<file path="src/rtl/decode_sign_extend_unit_pkg.sv">
// Shared immediate-extension mode encodings for the decode stage.
// The control unit imports these encodings as well.
package decode_sign_extend_unit_pkg;

  localparam logic [1:0] EXT_SIGN   = 2'b00;
  localparam logic [1:0] EXT_ZERO   = 2'b01;
  localparam logic [1:0] EXT_LUI    = 2'b10;
  localparam logic [1:0] EXT_BRANCH = 2'b11;

  localparam int IMM_W_DEFAULT  = 16;
  localparam int DATA_W_DEFAULT = 32;

endpackage

</file>
<file path="src/rtl/decode_sign_extend_unit_imm_extend_comb.sv">
// Pure combinational mode mux that widens the instruction immediate.
// Branch offsets reuse the sign-extended value and shift it left by two.
module imm_extend_comb
  import decode_sign_extend_unit_pkg::*;
#(
  parameter int IMM_W  = IMM_W_DEFAULT,
  parameter int DATA_W = DATA_W_DEFAULT
) (
  input  logic [IMM_W-1:0]  imm,
  input  logic [1:0]        ext_mode,
  output logic [DATA_W-1:0] ext_value,
  output logic              imm_neg
);

  logic [DATA_W-1:0] sign_ext;
  logic [DATA_W-1:0] zero_ext;
  logic [DATA_W-1:0] lui_ext;
  logic [DATA_W-1:0] branch_ext;

  assign imm_neg    = imm[IMM_W-1];
  assign sign_ext   = {{(DATA_W-IMM_W){imm[IMM_W-1]}}, imm};
  assign zero_ext   = {{(DATA_W-IMM_W){1'b0}}, imm};
  assign lui_ext    = {imm, {(DATA_W-IMM_W){1'b0}}};
  // Upper bits shifted out here are discarded by design.
  assign branch_ext = sign_ext << 2;

  always_comb begin
    ext_value = sign_ext;
    case (ext_mode)
      EXT_SIGN:   ext_value = sign_ext;
      EXT_ZERO:   ext_value = zero_ext;
      EXT_LUI:    ext_value = lui_ext;
      EXT_BRANCH: ext_value = branch_ext;
      default:    ext_value = sign_ext;
    endcase
  end

endmodule

</file>
<file path="src/rtl/decode_sign_extend_unit.sv">
// Decode-stage immediate extender: combinational result for the ID operand mux
// plus a stall/flush-aware ID/EX register with asynchronous reset.
module decode_sign_extend_unit
  import decode_sign_extend_unit_pkg::*;
#(
  parameter int IMM_W  = IMM_W_DEFAULT,
  parameter int DATA_W = DATA_W_DEFAULT
) (
  input  logic              clk,
  input  logic              rst,
  input  logic [IMM_W-1:0]  instruction,
  input  logic [1:0]        ext_mode,
  input  logic              valid_in,
  input  logic              stall,
  input  logic              flush,
  output logic [DATA_W-1:0] extended_instruction,
  output logic              imm_neg,
  output logic [DATA_W-1:0] ext_q,
  output logic              valid_q
);

  logic [DATA_W-1:0] ext_reg;
  logic              valid_reg;

  imm_extend_comb #(
    .IMM_W  (IMM_W),
    .DATA_W (DATA_W)
  ) u_imm_extend_comb (
    .imm       (instruction),
    .ext_mode  (ext_mode),
    .ext_value (extended_instruction),
    .imm_neg   (imm_neg)
  );

  // Flush outranks stall; the value loads even for bubbles, valid_q qualifies it.
  always_ff @(posedge clk or posedge rst) begin
    if (rst) begin
      ext_reg   <= '0;
      valid_reg <= 1'b0;
    end else if (flush) begin
      ext_reg   <= '0;
      valid_reg <= 1'b0;
    end else if (!stall) begin
      ext_reg   <= extended_instruction;
      valid_reg <= valid_in;
    end
  end

  assign ext_q   = ext_reg;
  assign valid_q = valid_reg;

endmodule

</file>
<file path="config.mk">
export PLATFORM = sky130hd
export DESIGN_NAME = decode_sign_extend_unit
export DESIGN_NICKNAME = d
export VERILOG_FILES = /design/src/rtl/decode_sign_extend_unit_pkg.sv /design/src/rtl/decode_sign_extend_unit_imm_extend_comb.sv /design/src/rtl/decode_sign_extend_unit.sv
export SDC_FILE = /design/constraint.sdc
export NUM_CORES = 1
export LEC_CHECK = 0
export CELL_PAD_IN_SITES_DETAIL_PLACEMENT = 0
export CELL_PAD_IN_SITES_GLOBAL_PLACEMENT = 1
export CORE_MARGIN = 2
export CORE_UTILIZATION = 31
export DETAILED_ROUTE_END_ITERATION = 7
export PLACE_DENSITY_LB_ADDON = 0.15
export SYNTH_ARGS = -nofsm -noshare
export SYNTH_HDL_FRONTEND = slang
export SYNTH_SLANG_ARGS = --single-unit
</file>
<file path="constraint.sdc">
create_clock -name clk -period 1.95 [get_ports clk]
set_input_delay 0.2925 -clock clk [delete_from_list [all_inputs] [get_ports clk]]
set_output_delay 0.2925 -clock clk [all_outputs]
set_load 0.005 [all_outputs]
</file>
; Word-level counts from Yosys, hierarchy flattened
; Cells that the tools add are included.
[op_classes]
n_addsub = 0
n_mul = 0
n_div = 0
order_cmp = 0
eq_ne = 4
shifts = 0
n_mux = 5
bitwise = 0
reduce_logical = 1
[ops]
columns = operator, count
row1 = one-hot mux 32 bit (4 select lines), 1
row2 = two-way mux 32 bit, 2
row3 = == test 2 bit (second input constant), 2
row4 = == test 2 x 1 -> 1 bit (second input constant), 1
row5 = logical NOT 2 bit, 1
row6 = two-way mux 1 bit, 2
row7 = != test 2 x 1 -> 1 bit (second input constant), 1
[word_totals]
regBits = 33
latchBits = 0
mem_bits_rw = 0
mem_bits_ro = 0
inputBits = 23
out_inout_bits = 66
elab_cells = 12
n_memories = 0

; Logic depth before layout (Yosys ltp)
[logic_depth]
word_depth = 4
mapped_depth = 6
mapped_depth_nobuf = 3

; Hierarchy
; Synthesis repeated with hierarchy kept, for this count alone.
[unflattened]
cells_unflattened = 169
area_unflattened_um2 = 1890.6
[by_module_without_submodules]
columns = module, instances, cells_each, area_each_um2, seq_area_each_um2
row1 = decode_sign_extend_unit, 1, 108, 1371.3, 825.8
row2 = imm_extend_comb, 1, 61, 519.2, 0.0

; Worst setup path after synthesis
; Ideal clock, no wire load.
[synth_timing]
path_kind = input to output
start = input port ext_mode[1]
end = output port extended_instruction[17]
t_arrival_ns = 1.184
required_ns = 1.657
path_slack_ns = 0.474
path_stages = 6
path_buffers = 3
path_cell_list = buf_4 -> nor2b_4 -> and3b_1 -> buf_6 -> buf_6 -> a21o_1
[synth_via]
elab_chain_len = 2
word_cells_on_any_way = 5
classes_between = eq/ne: 3 / mux: 1 / reduce/logical: 1
[synth_lines]
columns = item, line_no
row1 = "start, declared", decode_sign_extend_unit.sv:12  ; input logic [1:0] ext_mode,
row2 = == test 2 bit (tied with other cells), decode_sign_extend_unit_imm_extend_comb.sv:29  ; case (ext_mode)
row3 = one-hot mux 32 bit (4 select lines) (*), decode_sign_extend_unit_imm_extend_comb.sv:29
row4 = "end, declared", decode_sign_extend_unit.sv:16  ; output logic [DATA_W-1:0] extended_instruction,
; Mark *: on every way between the ends. The rest lies on a longest branch, timed or not.

; Worst setup path after layout
[layout_timing]
start = input port ext_mode[1]
end = output port extended_instruction[20]
; The elaborated chain is that of the path after synthesis.

==> qor.yml <==
routed_wl_mm: 5.30
ys_types: 29
max_freq_mhz: 522
gp_congestion: 0.728
grt_max_degree: 36
cts_sinks: 33
yosysSeqAreaShare: 0.465
clk_latency_ns: 0.28
antenna_found_initial: 0
layout-drive-gt1-share: 0.168
ys_seq_elements: 33
cp_cell_sequence: "clkdlybuf4s15_2, nand2b_2, and3b_2, buf_12, a21o_1, clkdlybuf4s50_1"
drc: 0
criticalPathCategory: "input port to output pin"
antenna_cells: 0
synthesis.nets: 200
min_path_type: "input port to async pin"
reg2regPathDepth: 2
dp.cells: 343
cts_tree: "yes"
design_area_sq_mm: 0.00299
setup_viol: 0
worstMarginPinSlew_ns: 0.506
fin_crit_sh: 0.982
post_drt_wl_per_cell_um: 15.1
initial_core_util: 0.323
fp.dieH_um: 79.7
cts_max_level: 2
p_leak_nw: 1.62
final_max_slew_viol_count: 0
rsz0062_at_grt: "false"
ir_worst_vdd_mv: 0.274
clockBufferDepth: 2
rows: 27
drv_cap: 0
grt_pass1_wl_mm: 7.94
start_kind: "input port"
drtIter0Drc: 49
mostFrequentLayoutCells: "clkdlybuf4s50_1 (58), dfrtp_1 (33), buf_4 (17)"
worst_clock_skew_ns: 0
routed_via_density: 4.78
reg2reg_to: "ext_q[21]"
cts.clk_slew.worst_paths_ns: 0.07
synth_area_sq_mm: 0.00178
worstPathMaxFanout: 14
post-cts-setup-buffer-count: 0
dp_slack_ns: -0.364
die_x_um: 79.7
hold_ws_ns: 0.407
core_area_sq_mm: 0.00551
fin_ws_ns: 0.0346
io_pins: 89
utilization: 0.544
hpwl_mm: 3.81
fin_crit_ns: 1.92
power_density_mw_per_mm2: 589
required_ns: 1.66
num_vias: 1679
slowest_stage: "clkdlybuf4s50_1"
port_buffers: 88
postRouteAntennaNets: 0
slowest_delay_ns: 0.43
max-slew-margin-rel: 0.662
r2r-start: "ext_q[21]"
cp.arrival_ns: 1.62
final_common_cell: "clkdlybuf4s50_1"
area.growth.synth_to_final_pct: 68.5
layout.cells.non_filler: 351
endpoint_kind: "output pin"
grt_usage: 0.163
postSynthAreaPerCell_sq_um: 10.0
dieArea_sq_mm: 0.00635
first_pass_iters: 4
cts_made_buffers: 5
placedInstanceArea_sq_mm: 0.00289
root_buffer: "clkbuf_8"
overflow: 0
rrSetupSlack_ns: 1.20
nNetsFinal: 301
syn_inst: 177
status: "completed"
yosysWarnings: 0
cts_hold_buf: 0
grt_pass1_vias: 1605
hold_violations: 0
==> sequential cells by signal, indices dropped and copies added, names as in the netlist <==
name and flops:
valid_q 1, ext_q 32
==> synthesized netlist by cell type (all sizes together) <==
library cell / number / area, sq um
and3b: 1 / 8.76
and2: 2 / 12.5
a21o: 14 / 105
a21oi: 15 / 75.1
dfrtp: 33 / 826
o21ai: 1 / 5.00
nand4b: 1 / 8.76
nor4b: 1 / 23.8
nor2: 4 / 15.0
nand2b: 1 / 8.76
a22o: 14 / 141
o21a: 15 / 113
a31oi: 1 / 6.26
nor2b: 4 / 32.5
nand3b: 1 / 7.51
nor3: 1 / 5.00
nand2: 16 / 60.1
buf: 14 / 98.8
clkbuf: 3 / 11.3
mux2i: 4 / 40.0
inv: 16 / 60.1
a22oi: 14 / 105
and2b: 1 / 7.51
==> per-stage QoR <==
stage | setup TNS (ns) | power, mW
global placement | -9.38 | 1.29
floorplan | 0 | 0.957
global route | 0 | 1.86
CTS | 0 | 1.80
finish | 0 | 1.76
detailed placement | -10.14 | 1.29
==> metal layers <==
layer | GRT usage | vias to the layer above | wire length (um)
li1 | - | 821 | -
met1 | 0.222 | 800 | 2600
met2 | 0.248 | 54 | 2300
met3 | 0.0464 | 4 | 369
met4 | 0.0517 | 0 | 34
met5 | 0 | - | 0
==> repair_timing <==
action | in CTS | in global routing
pin swaps | 0 | 0
resized for setup | 20 | 18
gates cloned | 0 | 0
endpoints found under the setup margin | 30 | 17
==> kinds of logic (layout without fill, tap and decap cells) <==
group | count (synthesis) | in the layout | synth area share
and+or+nand+nor | 33 | 33 | 0.107
buffers and inverters | 33 | 135 | 0.0958
DFF | 33 | 33 | 0.465
muxes | 4 | 4 | 0.0225
AOI/OAI and AO/OA | 74 | 74 | 0.310
==> cell type report <==
type	count	area, sq um
clock inverter	3	17.5
clock buffer	5	68.8
sequential	33	826
inverter	16	60.1
timing repair buffer	111	1150
multi-input combinational	111	785
tap	72	90.1
fill	506	2510
==> worst max-delay path by stage <==
stage | slack [ns] | startpoint | end
final | 0.03 | ext_mode[1] | extended_instruction[20]
after global routing | 0.002 | ext_mode[1] | extended_instruction[20]
after CTS | 0.002 | ext_mode[0] | extended_instruction[17]
after detailed placement | -0.36 | ext_mode[0] | extended_instruction[3]
after global placement | -0.34 | ext_mode[0] | extended_instruction[17]
after floorplan | 0.47 | ext_mode[1] | extended_instruction[17]
==> where the power goes <==
group          leakage, nW  internal [mW]  total, mW  switching, mW
registers            0.439          0.727      0.750         0.0231
clock network       0.0439          0.246      0.514          0.267
logic                 1.14          0.299      0.498          0.199
==> worst max-delay path, delay by kind of cell <==
kind            cells  cell delay (ns)
compound gates      1             0.14
buf+inv             3             0.78
simple gates        2             0.39
(Power assumes the default switching activity.)
